<file path="src/rtl/rtc_edit_pkg.sv">
// rtl/rtc_edit_pkg.sv - shared field codes, BCD limits, FSM and button encodings
// for the RTC field editor.
package rtc_edit_pkg;

  localparam int unsigned NUM_FIELDS = 9;
  localparam logic [3:0]  IDX_FIRST  = 4'd0;
  localparam logic [3:0]  IDX_LAST   = 4'd8;

  localparam logic [6:0] CODE_NONE  = 7'h00;
  localparam logic [6:0] CODE_SEG   = 7'h21;
  localparam logic [6:0] CODE_MIN   = 7'h22;
  localparam logic [6:0] CODE_HORA  = 7'h23;
  localparam logic [6:0] CODE_DIA   = 7'h24;
  localparam logic [6:0] CODE_MES   = 7'h25;
  localparam logic [6:0] CODE_ANO   = 7'h26;
  localparam logic [6:0] CODE_SEGT  = 7'h41;
  localparam logic [6:0] CODE_MINT  = 7'h42;
  localparam logic [6:0] CODE_HORAT = 7'h43;

  localparam logic [7:0] BCD_00 = 8'h00;
  localparam logic [7:0] BCD_01 = 8'h01;
  localparam logic [7:0] BCD_12 = 8'h12;
  localparam logic [7:0] BCD_23 = 8'h23;
  localparam logic [7:0] BCD_31 = 8'h31;
  localparam logic [7:0] BCD_59 = 8'h59;
  localparam logic [7:0] BCD_99 = 8'h99;

  typedef enum logic [1:0] {
    ST_IDLE   = 2'd0,
    ST_SELECT = 2'd1,
    ST_ADJUST = 2'd2,
    ST_WRITE  = 2'd3
  } edit_state_e;

  // Winning button after priority resolution; at most one acts per cycle.
  typedef enum logic [2:0] {
    WIN_NONE = 3'd0,
    WIN_EDIT = 3'd1,
    WIN_UP   = 3'd2,
    WIN_DN   = 3'd3,
    WIN_R    = 3'd4,
    WIN_L    = 3'd5
  } btn_win_e;

  function automatic logic [6:0] field_code(input logic [3:0] idx);
    case (idx)
      4'd0:    return CODE_SEG;
      4'd1:    return CODE_MIN;
      4'd2:    return CODE_HORA;
      4'd3:    return CODE_DIA;
      4'd4:    return CODE_MES;
      4'd5:    return CODE_ANO;
      4'd6:    return CODE_SEGT;
      4'd7:    return CODE_MINT;
      4'd8:    return CODE_HORAT;
      default: return CODE_NONE;
    endcase
  endfunction

  function automatic logic [7:0] field_min(input logic [3:0] idx);
    case (idx)
      4'd3, 4'd4: return BCD_01;
      default:    return BCD_00;
    endcase
  endfunction

  function automatic logic [7:0] field_max(input logic [3:0] idx);
    case (idx)
      4'd2, 4'd8: return BCD_23;
      4'd3:       return BCD_31;
      4'd4:       return BCD_12;
      4'd5:       return BCD_99;
      default:    return BCD_59;
    endcase
  endfunction

  function automatic logic [3:0] idx_next(input logic [3:0] idx);
    return (idx >= IDX_LAST) ? IDX_FIRST : idx + 4'd1;
  endfunction

  function automatic logic [3:0] idx_prev(input logic [3:0] idx);
    return (idx == IDX_FIRST || idx > IDX_LAST) ? IDX_LAST : idx - 4'd1;
  endfunction

endpackage

</file>
<file path="src/rtl/bcd_step.sv">
// rtl/bcd_step.sv - one-unit BCD increment/decrement with range wrap; invalid
// inputs snap to the range min (up) or max (down).
module bcd_step (
  input  logic [7:0] value_i,
  input  logic [7:0] min_i,
  input  logic [7:0] max_i,
  input  logic       up_i,
  input  logic       dn_i,
  output logic [7:0] next_o
);

  logic [3:0] hi;
  logic [3:0] lo;
  logic       is_bcd;
  logic       in_range;
  logic       valid;

  always_comb begin
    hi       = value_i[7:4];
    lo       = value_i[3:0];
    is_bcd   = (hi <= 4'd9) && (lo <= 4'd9);
    // For well-formed BCD bytes a plain binary compare orders them correctly.
    in_range = (value_i >= min_i) && (value_i <= max_i);
    valid    = is_bcd && in_range;
    next_o   = value_i;
    if (up_i) begin
      if (!valid || value_i == max_i) begin
        next_o = min_i;
      end else if (lo == 4'd9) begin
        next_o = {hi + 4'd1, 4'd0};
      end else begin
        next_o = {hi, lo + 4'd1};
      end
    end else if (dn_i) begin
      if (!valid || value_i == min_i) begin
        next_o = max_i;
      end else if (lo == 4'd0) begin
        next_o = {hi - 4'd1, 4'd9};
      end else begin
        next_o = {hi, lo - 4'd1};
      end
    end
  end

endmodule

</file>
<file path="src/rtl/edit_cursor_ctrl.sv">
// rtl/edit_cursor_ctrl.sv - button-driven RTC field editor: select a field,
// adjust a BCD shadow copy, then issue a single write to the RTC.
module edit_cursor_ctrl
  import rtc_edit_pkg::*;
#(
  parameter logic [31:0] TIMEOUT_CYC = 32'd1_000_000_000
) (
  input  logic       CLK,
  input  logic       RST,
  input  logic       BTN_UP,
  input  logic       BTN_DN,
  input  logic       BTN_L,
  input  logic       BTN_R,
  input  logic       BTN_EDIT,
  input  logic [7:0] SEG_T,
  input  logic [7:0] MIN_T,
  input  logic [7:0] HORA_T,
  input  logic [7:0] DIA_T,
  input  logic [7:0] MES_T,
  input  logic [7:0] ANO_T,
  input  logic [7:0] SEGT_T,
  input  logic [7:0] MINT_T,
  input  logic [7:0] HORAT_T,
  input  logic       WR_ACK,
  output logic [6:0] Puntero,
  output logic       WR_REQ,
  output logic [7:0] WR_ADDR,
  output logic [7:0] WR_DATA,
  output logic       EDIT_ACTIVE
);

  edit_state_e state_q, state_d;
  logic [3:0]  idx_q, idx_d;
  logic [7:0]  shadow_q, shadow_d;
  logic [31:0] cnt_q, cnt_d;
  logic [6:0]  punt_q, punt_d;
  logic        wr_req_q, wr_req_d;
  logic [7:0]  wr_addr_q, wr_addr_d;
  logic [7:0]  wr_data_q, wr_data_d;
  logic        active_q, active_d;

  btn_win_e    win;
  logic [7:0]  rtc_sel;
  logic [7:0]  fmin;
  logic [7:0]  fmax;
  logic [7:0]  step_next;
  logic        cnt_clr;
  logic        timeout_hit;

  always_comb begin
    win = WIN_NONE;
    if (BTN_EDIT)    win = WIN_EDIT;
    else if (BTN_UP) win = WIN_UP;
    else if (BTN_DN) win = WIN_DN;
    else if (BTN_R)  win = WIN_R;
    else if (BTN_L)  win = WIN_L;
  end

  always_comb begin
    case (idx_q)
      4'd0:    rtc_sel = SEG_T;
      4'd1:    rtc_sel = MIN_T;
      4'd2:    rtc_sel = HORA_T;
      4'd3:    rtc_sel = DIA_T;
      4'd4:    rtc_sel = MES_T;
      4'd5:    rtc_sel = ANO_T;
      4'd6:    rtc_sel = SEGT_T;
      4'd7:    rtc_sel = MINT_T;
      4'd8:    rtc_sel = HORAT_T;
      default: rtc_sel = BCD_00;
    endcase
  end

  assign fmin = field_min(idx_q);
  assign fmax = field_max(idx_q);

  bcd_step u_bcd_step (
    .value_i (shadow_q),
    .min_i   (fmin),
    .max_i   (fmax),
    .up_i    (win == WIN_UP),
    .dn_i    (win == WIN_DN),
    .next_o  (step_next)
  );

  assign cnt_clr     = (win != WIN_NONE) || WR_ACK;
  assign timeout_hit = !cnt_clr && (cnt_q == TIMEOUT_CYC - 32'd1);

  always_comb begin
    state_d   = state_q;
    idx_d     = idx_q;
    shadow_d  = shadow_q;
    cnt_d     = cnt_q;
    wr_req_d  = wr_req_q;
    wr_addr_d = wr_addr_q;
    wr_data_d = wr_data_q;

    case (state_q)
      ST_IDLE: begin
        cnt_d = '0;
        if (win == WIN_EDIT) begin
          state_d = ST_SELECT;
          idx_d   = IDX_FIRST;
        end
      end

      ST_SELECT: begin
        cnt_d = cnt_clr ? '0 : cnt_q + 32'd1;
        if (timeout_hit) begin
          state_d  = ST_IDLE;
          cnt_d    = '0;
          shadow_d = BCD_00;
        end else begin
          case (win)
            WIN_EDIT: begin
              state_d  = ST_ADJUST;
              shadow_d = rtc_sel;
            end
            WIN_R:   idx_d = idx_next(idx_q);
            WIN_L:   idx_d = idx_prev(idx_q);
            default: ;
          endcase
        end
      end

      ST_ADJUST: begin
        cnt_d = cnt_clr ? '0 : cnt_q + 32'd1;
        if (timeout_hit) begin
          state_d  = ST_IDLE;
          cnt_d    = '0;
          shadow_d = BCD_00;
        end else begin
          case (win)
            WIN_EDIT: begin
              state_d   = ST_WRITE;
              wr_req_d  = 1'b1;
              wr_addr_d = {1'b0, field_code(idx_q)};
              wr_data_d = shadow_q;
            end
            WIN_UP, WIN_DN: shadow_d = step_next;
            default: ;
          endcase
        end
      end

      ST_WRITE: begin
        // The write is never abandoned; only the bus acknowledge ends it.
        cnt_d = '0;
        if (WR_ACK) begin
          state_d  = ST_SELECT;
          wr_req_d = 1'b0;
        end
      end

      default: begin
        state_d  = ST_IDLE;
        wr_req_d = 1'b0;
        cnt_d    = '0;
      end
    endcase

    punt_d   = (state_d == ST_IDLE) ? CODE_NONE : field_code(idx_d);
    active_d = (state_d != ST_IDLE);
  end

  always_ff @(posedge CLK or negedge RST) begin
    if (!RST) begin
      state_q   <= ST_IDLE;
      idx_q     <= IDX_FIRST;
      shadow_q  <= BCD_00;
      cnt_q     <= '0;
      punt_q    <= CODE_NONE;
      wr_req_q  <= 1'b0;
      wr_addr_q <= 8'h00;
      wr_data_q <= 8'h00;
      active_q  <= 1'b0;
    end else begin
      state_q   <= state_d;
      idx_q     <= idx_d;
      shadow_q  <= shadow_d;
      cnt_q     <= cnt_d;
      punt_q    <= punt_d;
      wr_req_q  <= wr_req_d;
      wr_addr_q <= wr_addr_d;
      wr_data_q <= wr_data_d;
      active_q  <= active_d;
    end
  end

  assign Puntero     = punt_q;
  assign WR_REQ      = wr_req_q;
  assign WR_ADDR     = wr_addr_q;
  assign WR_DATA     = wr_data_q;
  assign EDIT_ACTIVE = active_q;

endmodule

</file>
<file path="config.mk">
export PLATFORM = sky130hd
export DESIGN_NAME = edit_cursor_ctrl
export DESIGN_NICKNAME = d
export VERILOG_FILES = /design/src/rtl/rtc_edit_pkg.sv /design/src/rtl/bcd_step.sv /design/src/rtl/edit_cursor_ctrl.sv
export SDC_FILE = /design/constraint.sdc
export NUM_CORES = 1
export LEC_CHECK = 0
export ABC_AREA = 1
export CORE_MARGIN = 10
export CORE_UTILIZATION = 41
export DETAILED_ROUTE_END_ITERATION = 8
export PLACE_DENSITY = 0.76
export SLEW_MARGIN = 10
export SYNTH_ARGS = -nofsm -noshare
export SYNTH_HDL_FRONTEND = slang
export SYNTH_HIERARCHICAL = 1
export SYNTH_SLANG_ARGS = --single-unit
</file>
<file path="constraint.sdc">
create_clock -name CLK -period 3.5 [get_ports CLK]
set_input_delay 0.875 -clock CLK [delete_from_list [all_inputs] [get_ports CLK]]
set_output_delay 0.875 -clock CLK [all_outputs]
set_load 0.01 [all_outputs]
</file>
==> Implementation_results.wiki <==
{| class="wikitable"
! Metric !! Value
|-
| Minimum clock period after layout || 3.26 ns
|-
| Async set or reset register ratio after synthesis || 1.00
|-
| Netlist area before placement || roughly 0.0058 mm2
|-
| Detailed-route wire length per cell || 14.2 um
|-
| Proportion of layout cells with a drive suffix above 1 || 0.0955
|-
| Synth warn || 11
|-
| PostCTS Resize Cnt || 0
|-
| Number of endpoints failing setup at the final stage || 0
|-
| CTS clock-pin slew for the worst setup and hold paths || roughly 0.060 ns
|-
| Clock tree root driver cell || sky130_fd_sc_hd__clkbuf_16
|-
| RSZ-0062 raised after global routing || false
|-
| Global-route wire length before repair || 28.3 mm
|-
| Critical path arrival || 3.54 ns
|-
| Biggest fanout along the worst timing path || 12
|-
| Relative slew slack || 0.565
|-
| Max Root-Sink Buffers || 2
|-
| Maximum number of pins on one net before global-route repair || 29
|-
| Count of H-tree levels built during CTS || 3
|-
| Vertical die dimension || 139 um
|-
| Die area || 0.0193 mm2
|-
| Sum Neg Setup Slack || 0 ns
|-
| Routed via count divided by cell count || 5.06
|-
| Setup fix buffers added after clock tree synthesis || 0
|-
| Drt drc || 0
|-
| Final core occ || 0.532
|-
| Total CTS buffers || 9
|-
| Path type of the worst min-delay path || flop to flop
|-
| Transition time at the pin with the least slew margin || around 0.65 ns
|-
| Startpoint types || flop
|-
| DRC violation total after the first TritonRoute iteration || 529
|-
| Number of top-level pins || 105
|-
| Number of enable flip-flop cells after synthesis || 0
|-
| # clock sinks || 66
|-
| Most used flip-flop cell after synthesis || sky130_fd_sc_hd__dfrtp_1
|-
| Gate count of the mapped netlist || 880
|-
| Placement row count || 43
|-
| Hold-fix buffers at CTS || 0
|-
| Vias in the first global route || 5938
|-
| Post-detailed-routing wire length || 16.9 mm
|-
| Detailed-placement wirelength estimate || 13.4 mm
|-
| Fin Clk Skew || 0.00780 ns
|-
| Aggregate global-route resource usage || 0.172
|-
| Weighted congestion at the end of routability-driven global placement || approximately 0.99
|-
| Reported max-cap violation count || 0
|-
| Worst hold slack || 0.476 ns
|-
| Highest ir drop seen on vdd || 0.334 mV
|-
| TritonRoute pass-1 iters || 5
|-
| Core footprint || 0.0139 mm2
|-
| Post-DRT Antenna Nets || 0
|-
| Final max-slew violation count || 0
|-
| Global-route congestion overflow total || 0
|-
| Sequential share of the synthesized area || 0.284
|-
| Antenna diodes || 0
|-
| CTS tree || built
|-
| Layout overhead on the synthesized area || 27.1%
|-
| Average size of a mapped cell || 6.60 um2
|-
| Flip-flop and latch count after synthesis || 66
|-
| Die extent in x || 139 um
|-
| Result of the run || complete, no violations
|-
| Skew-Pair Late Insertion Delay || approximately 0.33 ns
|-
| Setup Crit Path Kind || flop to flop
|-
| Leakage power total || around 0.0035 uW
|-
| Power density over the cells || 663 mW/mm2
|-
| PortBufs || 99
|-
| Period Utilization, post-route || 0.932
|-
| CP endpoint kind || flop
|-
| Minimum setup slack among reg-to-reg paths || 0.24 ns
|-
| Vias || 5993
|-
| Initial Utilization || 0.418
|-
| Library cells used by synthesis || 44
|-
| Layout net count || 1109
|-
| Initial antenna violation count || 0
|-
| WP data required || 3.77 ns
|-
| Final count of hold timing violations || 0
|-
| Maximum achievable frequency || 307 MHz
|}
==> cells in the final DEF, fill, tap and decap left out, types with 20 or more instances in the layout <==
cell type	n
sky130_fd_sc_hd__nor2_1	109
sky130_fd_sc_hd__buf_4	21
sky130_fd_sc_hd__xor2_1	20
sky130_fd_sc_hd__clkdlybuf4s50_1	98
sky130_fd_sc_hd__ha_1	29
sky130_fd_sc_hd__dfrtp_1	66
sky130_fd_sc_hd__inv_1	98
sky130_fd_sc_hd__conb_1	20
sky130_fd_sc_hd__nand3_1	91
sky130_fd_sc_hd__nand4_1	42
sky130_fd_sc_hd__a21oi_1	37
sky130_fd_sc_hd__nand2_1	253
==> through the flow <==
stage	power [uW]	cell area (um2)	worst slack (ns)	cells
2_1_floorplan	3020	5880	0.385	899
3_3_place_gp	3880	7060	0.419	1169
3_5_place_dp	3890	7060	0.372	1169
4_1_cts	4870	7370	0.330	1185
5_1_grt	5340	7380	0.0200	1185
6_report	4890	7380	0.239	1185
==> report_power, final <==
| part | internal (uW) | switching [uW] | total (uW) |
|---|---|---|---|
| Clock | 622 | 334 | 956 |
| Sequential | 943 | 193 | 1140 |
| Combinational | 1070 | 1730 | 2800 |
==> metal layers <==
metal	track usage	share of wire	routed length (um)
met1	0.211	0.44	7490
met2	0.271	0.44	7390
met3	0.0606	0.090	1510
met4	0.0632	0.028	474
met5	0	0	0
==> logic make-up (layout without fill, tap and decap cells) <==
| family | after synthesis | in the layout | synth area share |
|---|---|---|---|
| xor+xnor | 24 | 24 | 0.0375 |
| other cells | 1 | 20 | 0.000646 |
| compound gates | 71 | 71 | 0.0720 |
| simple gates | 547 | 547 | 0.438 |
| flops | 66 | 66 | 0.284 |
| fa+ha+maj | 29 | 29 | 0.0625 |
| buf+inv | 142 | 248 | 0.105 |
==> critical path, stage by stage (launching register included) <==
cell and delay, ns:
sky130_fd_sc_hd__dfrtp_1 0.60, sky130_fd_sc_hd__inv_4 0.17, sky130_fd_sc_hd__nor2_4 0.12, sky130_fd_sc_hd__nand2_1 0.13, sky130_fd_sc_hd__inv_2 0.23, sky130_fd_sc_hd__inv_1 0.13, sky130_fd_sc_hd__ha_1 0.34, sky130_fd_sc_hd__nand2_1 0.06
sky130_fd_sc_hd__nor2_1 0.16, sky130_fd_sc_hd__nand4_2 0.23, sky130_fd_sc_hd__nand2_1 0.18, sky130_fd_sc_hd__buf_4 0.19, sky130_fd_sc_hd__nand4_1 0.12, sky130_fd_sc_hd__nand2_1 0.09, sky130_fd_sc_hd__nor2_1 0.04, sky130_fd_sc_hd__a21oi_1 0.12
sky130_fd_sc_hd__nand3_1 0.09, sky130_fd_sc_hd__nand2_1 0.09, sky130_fd_sc_hd__nand2_1 0.05, sky130_fd_sc_hd__nand2_1 0.06
==> final cells by class <==
cell class                 instances  area (um2)
multi-input combinational        691        3620
inverter                         112         423
fill                            1371        6500
sequential                        66        1650
clock buffer                      11         233
clock inverter                     5        78.8
tap                              180         225
timing repair buffer             120        1140
==> synthesized netlist by cell type, types with 6 or more instances <==
master | instances | area (um2)
sky130_fd_sc_hd__buf_2 | 10 | 50.1
sky130_fd_sc_hd__nor2_1 | 109 | 409
sky130_fd_sc_hd__nor2_4 | 9 | 101
sky130_fd_sc_hd__buf_6 | 6 | 67.6
sky130_fd_sc_hd__nand4_1 | 42 | 263
sky130_fd_sc_hd__xor2_1 | 20 | 175
sky130_fd_sc_hd__a21oi_1 | 37 | 185
sky130_fd_sc_hd__nand3_1 | 91 | 455
sky130_fd_sc_hd__nand2_2 | 8 | 50.1
sky130_fd_sc_hd__o21ai_0 | 16 | 80.1
sky130_fd_sc_hd__clkbuf_1 | 8 | 30.0
sky130_fd_sc_hd__dfrtp_1 | 66 | 1650
sky130_fd_sc_hd__nand2_1 | 253 | 950
sky130_fd_sc_hd__ha_1 | 29 | 363
sky130_fd_sc_hd__nor3_1 | 8 | 40.0
sky130_fd_sc_hd__inv_1 | 100 | 375
sky130_fd_sc_hd__inv_2 | 10 | 37.5
sky130_fd_sc_hd__nor2_2 | 10 | 62.6
==> state kept, by name, summed over array words and instances, names as in the netlist <==
| register | cells |
|---|---|
| WR_DATA | 8 |
| WR_ADDR | 5 |
| state_q | 2 |
| idx_q | 4 |
| cnt_q | 32 |
| WR_REQ | 1 |
| shadow_q | 8 |
| EDIT_ACTIVE | 1 |
| Puntero | 5 |
==> final timing paths <==
path	end	cells past startpoint	from
min in group asynchronous	WR_DATA[4]	1	RST
min reg2reg	WR_DATA[7]	2	WR_DATA[7]
max reg2reg	shadow_q[2]	19	idx_q[2]
max	shadow_q[2]	19	idx_q[2]
max in group asynchronous	Puntero[1]	2	RST
min	WR_DATA[7]	2	WR_DATA[7]
Note: power is estimated with default switching activity, not from simulation.
